===== config.mk =====
export PLATFORM = sky130hd
export DESIGN_NAME = alu_cmd_issuer
export DESIGN_NICKNAME = d
export VERILOG_FILES = /design/src/rtl/alu_pkg.sv /design/src/rtl/alu_cmd_fifo.sv /design/src/rtl/alu_cmd_issuer.sv
export SDC_FILE = /design/constraint.sdc
export NUM_CORES = 1
export LEC_CHECK = 0
export BUFFER_PORTS_ARGS = -buffer_cell sky130_fd_sc_hd__clkbuf_2
export CORE_MARGIN = 2
export CORE_UTILIZATION = 52
export CTS_CLUSTER_DIAMETER = 50
export DETAILED_ROUTE_END_ITERATION = 12
export PLACE_DENSITY_LB_ADDON = 0.08
export SETUP_SLACK_MARGIN = 0.15
export SLEW_MARGIN = 20
export SYNTH_ARGS = -nofsm -noshare
export SYNTH_HDL_FRONTEND = slang
export SYNTH_SLANG_ARGS = --single-unit

===== constraint.sdc =====
create_clock -name clk -period 6.7 [get_ports clk]
set_clock_uncertainty 0.15 [all_clocks]
set_input_delay 1.005 -clock clk [delete_from_list [all_inputs] [get_ports clk]]
set_output_delay 1.005 -clock clk [all_outputs]
set_load 0.02 [all_outputs]

===== src/rtl/alu_pkg.sv =====
// Shared definitions for the ALU command issuer: opcode map, FSM state
// encoding, command layout, widths and the divide-by-zero predicate.
package alu_pkg;

  localparam int OPND_W         = 8;   // operand width
  localparam int RES_W          = 16;  // ALU result width
  localparam int OP_W           = 4;   // opcode width
  localparam int CMD_W          = OP_W + 2 * OPND_W;
  localparam int FIFO_DEPTH_DEF = 4;

  localparam logic [OP_W-1:0] OP_ADD  = 4'b0000;
  localparam logic [OP_W-1:0] OP_SUB  = 4'b0001;
  localparam logic [OP_W-1:0] OP_MUL  = 4'b0010;
  localparam logic [OP_W-1:0] OP_DIV  = 4'b0011;
  localparam logic [OP_W-1:0] OP_MOD  = 4'b0100;
  localparam logic [OP_W-1:0] OP_AND  = 4'b0101;
  localparam logic [OP_W-1:0] OP_OR   = 4'b0110;
  localparam logic [OP_W-1:0] OP_XOR  = 4'b0111;
  localparam logic [OP_W-1:0] OP_NOT  = 4'b1000;
  localparam logic [OP_W-1:0] OP_NAND = 4'b1001;
  localparam logic [OP_W-1:0] OP_NOR  = 4'b1010;
  localparam logic [OP_W-1:0] OP_XNOR = 4'b1011;
  localparam logic [OP_W-1:0] OP_SHL  = 4'b1100;
  localparam logic [OP_W-1:0] OP_SHR  = 4'b1101;
  localparam logic [OP_W-1:0] OP_ROTL = 4'b1110;
  localparam logic [OP_W-1:0] OP_ROTR = 4'b1111;

  typedef enum logic [1:0] {
    ST_IDLE   = 2'd0,
    ST_DRIVE  = 2'd1,
    ST_RESULT = 2'd2
  } state_t;

  typedef struct packed {
    logic [OP_W-1:0]   op;
    logic [OPND_W-1:0] a;
    logic [OPND_W-1:0] b;
  } cmd_t;

  // DIV/MOD with a zero divisor never trusts the ALU output.
  function automatic logic is_div_by_zero(input cmd_t c);
    return ((c.op == OP_DIV) || (c.op == OP_MOD)) && (c.b == '0);
  endfunction

endpackage


===== src/rtl/alu_cmd_fifo.sv =====
// Command FIFO for the issuer. Power-of-two depth, pointers wrap naturally,
// head entry is read combinationally.
// Ports: clk, rst_n (sync, active-low), push/wdata, pop/rdata,
//        full, empty, count (0..DEPTH).
module alu_cmd_fifo #(
  parameter int WIDTH = 20,
  parameter int DEPTH = 4
) (
  input  logic                     clk,
  input  logic                     rst_n,
  input  logic                     push,
  input  logic [WIDTH-1:0]         wdata,
  input  logic                     pop,
  output logic [WIDTH-1:0]         rdata,
  output logic                     full,
  output logic                     empty,
  output logic [$clog2(DEPTH):0]   count
);

  localparam int AW = $clog2(DEPTH);

  logic [WIDTH-1:0] mem [DEPTH];
  logic [AW-1:0]    wr_ptr;
  logic [AW-1:0]    rd_ptr;
  logic             do_push;
  logic             do_pop;

  assign full    = (count == (AW+1)'(DEPTH));
  assign empty   = (count == '0);
  assign do_push = push && !full;
  assign do_pop  = pop && !empty;
  assign rdata   = mem[rd_ptr];

  // Storage carries no reset; validity is tracked by count.
  always_ff @(posedge clk) begin
    if (do_push) mem[wr_ptr] <= wdata;
  end

  always_ff @(posedge clk) begin
    if (!rst_n) begin
      wr_ptr <= '0;
      rd_ptr <= '0;
      count  <= '0;
    end else begin
      if (do_push) wr_ptr <= wr_ptr + AW'(1);
      if (do_pop)  rd_ptr <= rd_ptr + AW'(1);
      case ({do_push, do_pop})
        2'b10:   count <= count + (AW+1)'(1);
        2'b01:   count <= count - (AW+1)'(1);
        default: count <= count;
      endcase
    end
  end

endmodule


===== src/rtl/alu_cmd_issuer.sv =====
// Queues ALU commands, presents each one to an external combinational ALU
// for a single DRIVE cycle and holds the captured result until consumed.
// Ports: clk, rst_n (sync, active-low); cmd_valid/cmd_ready/cmd_op/cmd_a/cmd_b
//        upstream; alu_op/alu_a/alu_b to ALU, alu_out/alu_flag_c/alu_flag_z
//        from ALU; res_valid/res_ready/res_data/res_flag_c/res_flag_z/res_op/
//        res_err downstream; busy status.
module alu_cmd_issuer
  import alu_pkg::*;
#(
  parameter int FIFO_DEPTH = FIFO_DEPTH_DEF
) (
  input  logic              clk,
  input  logic              rst_n,
  input  logic              cmd_valid,
  output logic              cmd_ready,
  input  logic [OP_W-1:0]   cmd_op,
  input  logic [OPND_W-1:0] cmd_a,
  input  logic [OPND_W-1:0] cmd_b,
  output logic [OP_W-1:0]   alu_op,
  output logic [OPND_W-1:0] alu_a,
  output logic [OPND_W-1:0] alu_b,
  input  logic [RES_W-1:0]  alu_out,
  input  logic              alu_flag_c,
  input  logic              alu_flag_z,
  output logic              res_valid,
  input  logic              res_ready,
  output logic [RES_W-1:0]  res_data,
  output logic              res_flag_c,
  output logic              res_flag_z,
  output logic [OP_W-1:0]   res_op,
  output logic              res_err,
  output logic              busy
);

  localparam int CNT_W = $clog2(FIFO_DEPTH) + 1;

  state_t           state;
  cmd_t             in_cmd;
  cmd_t             head;
  logic [CMD_W-1:0] head_bits;
  logic             push;
  logic             pop;
  logic             full;
  logic             empty;
  logic [CNT_W-1:0] count;
  logic             driving;

  assign in_cmd    = '{op: cmd_op, a: cmd_a, b: cmd_b};
  assign head      = cmd_t'(head_bits);
  assign driving   = (state == ST_DRIVE);

  // Ready depends only on occupancy, never on a same-cycle pop.
  assign cmd_ready = rst_n && !full;
  assign push      = cmd_valid && cmd_ready;
  assign pop       = driving;
  assign busy      = (count != '0) || (state != ST_IDLE);

  assign alu_op    = driving ? head.op : '0;
  assign alu_a     = driving ? head.a  : '0;
  assign alu_b     = driving ? head.b  : '0;

  alu_cmd_fifo #(
    .WIDTH (CMD_W),
    .DEPTH (FIFO_DEPTH)
  ) u_fifo (
    .clk   (clk),
    .rst_n (rst_n),
    .push  (push),
    .wdata (in_cmd),
    .pop   (pop),
    .rdata (head_bits),
    .full  (full),
    .empty (empty),
    .count (count)
  );

  // ---- DRIVE -> result register boundary ----
  always_ff @(posedge clk) begin
    if (!rst_n) begin
      state      <= ST_IDLE;
      res_valid  <= 1'b0;
      res_data   <= '0;
      res_flag_c <= 1'b0;
      res_flag_z <= 1'b0;
      res_op     <= '0;
      res_err    <= 1'b0;
    end else begin
      case (state)
        ST_IDLE: begin
          if (!empty) state <= ST_DRIVE;
        end
        ST_DRIVE: begin
          res_op    <= head.op;
          res_valid <= 1'b1;
          if (is_div_by_zero(head)) begin
            res_data   <= '0;
            res_flag_c <= 1'b0;
            res_flag_z <= 1'b1;
            res_err    <= 1'b1;
          end else begin
            res_data   <= alu_out;
            res_flag_c <= alu_flag_c;
            res_flag_z <= alu_flag_z;
            res_err    <= 1'b0;
          end
          state <= ST_RESULT;
        end
        ST_RESULT: begin
          if (res_ready) begin
            res_valid <= 1'b0;
            // No pop happens in RESULT, so the post-edge FIFO is non-empty
            // iff it already was or a command lands at this edge.
            state <= (!empty || push) ? ST_DRIVE : ST_IDLE;
          end
        end
        default: state <= ST_IDLE;
      endcase
    end
  end

endmodule


==> metrics <==
postcts setup bufs=0; number of global-route vias before repair=2,348; Top delay family on crit path=buffers and inverters; Most Frequent Cell on Critical Path=clkbuf_2; initial core utilization=53.4%; CP arrival=2280 ps; compound-cell area share of the yosys netlist=5.95%; # H-tree levels=4; M1 WL=3650 um; initial antenna violation count=0; Distinct cells, synth=33; WP buf/inv=3; Max Slew Vio Count=0; Synth Area in XOR/XNOR=0.997%; Worst-Margin Slew=1060 ps; worst-path fanout max=17; CTS tree=built; largest family of logic cells by synthesized area=multiplexers; Via Count=2,491; final number of setup-violating endpoints=0; area delta synth->final=26.7%; Warnings, synthesis=0; DR DRC count=0; share of cells above drive strength 1=36.8%; Final Hold Fails=0; setup total negative slack=0 ps; Hold Buf Count CTS=0; layout net count=407; r2r setup slk=3840 ps; PD cells=334 nW/um^2; Routed WL=7860 um; Worst path slowest cell=a31oi_1; Met3 Routed Length=465 um; post-DP HPWL=5110 um; total power=1.86 mW; clock sinks=115; crit start category=input port; number of buffers created by CTS=17; Syn Std Cell Area=4390 um^2; global-route wire length before repair=12,000 um; antenna viol nets, final=0; Crit path required time=5540 ps; routed length per placed instance=16.5 um; Syn Area/Cell=16.8 um^2; #FFs+latches synth=115; RePlAce Congestion=0.728; die area=9200 um^2; row cnt=33; CP endpoint kind=output pin; simple-gate area share of the yosys netlist=7.09%; Peak VDD IR=0.209 mV; Pre-antenna DRT Iters=5; Iteration-0 DRC Markers=83; Synth Area in Adders=1.88%; Hold Crit Class=register to register; RSZ-0062 raised after global routing=false; Total GRT Usage=18.2%; worst rel slew slack=29.0%; Ports=88; f_max=291 MHz; post-cts repair resize count=0; net count after synthesis=309; core area=8220 um^2; Mapped Cells=261; post-synthesis sequential area ratio=70.7%; status=complete, no violations; Filler Cells Inserted=589; max layer used=met4; CTS Buffer Depth=2; Clock transition at path regs=60 ps; worst-path cell chain=clkbuf_2 -> clkinv_1 -> a31oi_1 -> clkbuf_2; Tcrit/Tclk final=51.3%; largest net degree at the start of global routing=21; Die Y=95.9 um; port bufs=87; post-layout min period=3430 ps; Leak=2.16 nW; Final Util=67.7%; crit path kind=input port to output pin; mux contribution to synthesized area=11.1%; number of max-cap violations=0; Die X=95.9 um; max incr delay on CP=530 ps; grt total ovfl=0; Root Driver=clkbuf_8; antenna cells=0; vias per cell=5.22; met2 wire length=3620 um; Clk Latency, worst-skew pair=500 ps
## layout by cell type (no fill, tap or decap), drive strengths merged, types with 3 or more instances in the layout
master | synthesis | routed
inv | 11 | 13
nand2 | 12 | 12
clkbuf | 8 | 110
xor2 | 3 | 3
and3 | 4 | 4
o21ai | 4 | 4
nand2b | 3 | 3
dfxtp | 35 | 35
ha | 5 | 5
edfxtp | 80 | 80
buf | 3 | 3
nor2 | 8 | 8
mux4 | 20 | 20
or3 | 3 | 3
clkinv | 1 | 5
a21oi | 9 | 9
a22o | 17 | 17
and2 | 18 | 18
## power breakdown
| group | switching (mW) | internal (mW) |
|---|---|---|
| Combinational | 0.0846 | 0.0538 |
| Clock | 0.302 | 0.619 |
| Sequential | 0.0110 | 0.788 |
## area by class of cell
cell class	instances	area [um^2]	area share (%)
inverters	12	45.0	0.810
repair buffers	90	465	8.37
clock buffers	23	522	9.38
clock inverters	9	110	1.98
well taps	105	131	2.36
multi-input cells	123	1190	21.3
flip-flops and latches	115	3100	55.8
## worst register-to-register path, cell delays in order, from the launching register on
cell	delay [ps]
dfxtp_1	900
mux4_2	470
or4_4	560
nor3_4	180
a31oi_4	230
a22o_1	260
## routing by layer
metal	vias to the layer above	global-route usage [%]
met1	1201	24.3
met2	77	27.4
met4	0	8.57
li1	1200	-
met5	-	0
met3	13	5.72
## cells in the mapped netlist, drive strengths merged
cell	number	area [um^2]
xnor2	2	17.5
ha	5	62.6
o31ai	1	7.51
a22o	17	149
a21oi	9	45.0
nand3	2	10.0
nor2	8	30.0
inv	11	41.3
buf	3	27.5
or3	3	18.8
nand2	12	45.0
a31oi	2	27.5
clkbuf	8	30.0
xor2	3	26.3
nor4	1	6.26
dfxtp	35	701
nor3	2	21.3
clkinv	1	3.75
and3	4	25.0
o22ai	2	12.5
nand2b	3	18.8
o21ai	4	20.0
edfxtp	80	2400
mux2i	1	10.0
and2	18	113
or4	1	11.3
nor2b	2	12.5
fa	1	20.0
mux4	20	477
## logic make-up after synthesis
family / count (synthesis)
flops: 115
mux: 21
xor+xnor: 5
fa+ha+maj: 6
buf+inv: 23
compound gates: 35
simple gates: 56
## registers in the layout, summed over array words and instances, names as in the netlist, named ones only
register / flops
res_data: 16
res_err: 1
res_flag_c: 1
res_flag_z: 1
res_op: 4
res_valid: 1
state: 2
u_fifo.count: 3
u_fifo.mem: 80
u_fifo.rd_ptr: 2
u_fifo.wr_ptr: 2
## stage by stage
step | cell area, um^2 | instances | hold WS [ps] | worst slack [ps]
2_1_floorplan | 4390 | 261 | 308 | 3460
3_3_place_gp | 4920 | 444 | 297 | 3230
3_5_place_dp | 4920 | 444 | 305 | 3110
4_1_cts | 5550 | 476 | 312 | 3230
5_1_grt | 5560 | 477 | 332 | 3140
6_report | 5560 | 477 | 309 | 3270
## path summary, 6_finish.rpt
| path | startpoint | to | depth (start not counted) |
|---|---|---|---|
| min reg2reg | res_op[2]$_SDFFE_PN0P_ | res_op[2]$_SDFFE_PN0P_ | 2 |
| max | rst_n | cmd_ready | 4 |
| min | res_op[2]$_SDFFE_PN0P_ | res_op[2]$_SDFFE_PN0P_ | 2 |
| max reg2reg | register | res_data[13]$_SDFFE_PN0P_ | 5 |
Note: power is estimated with default switching activity, not from simulation.
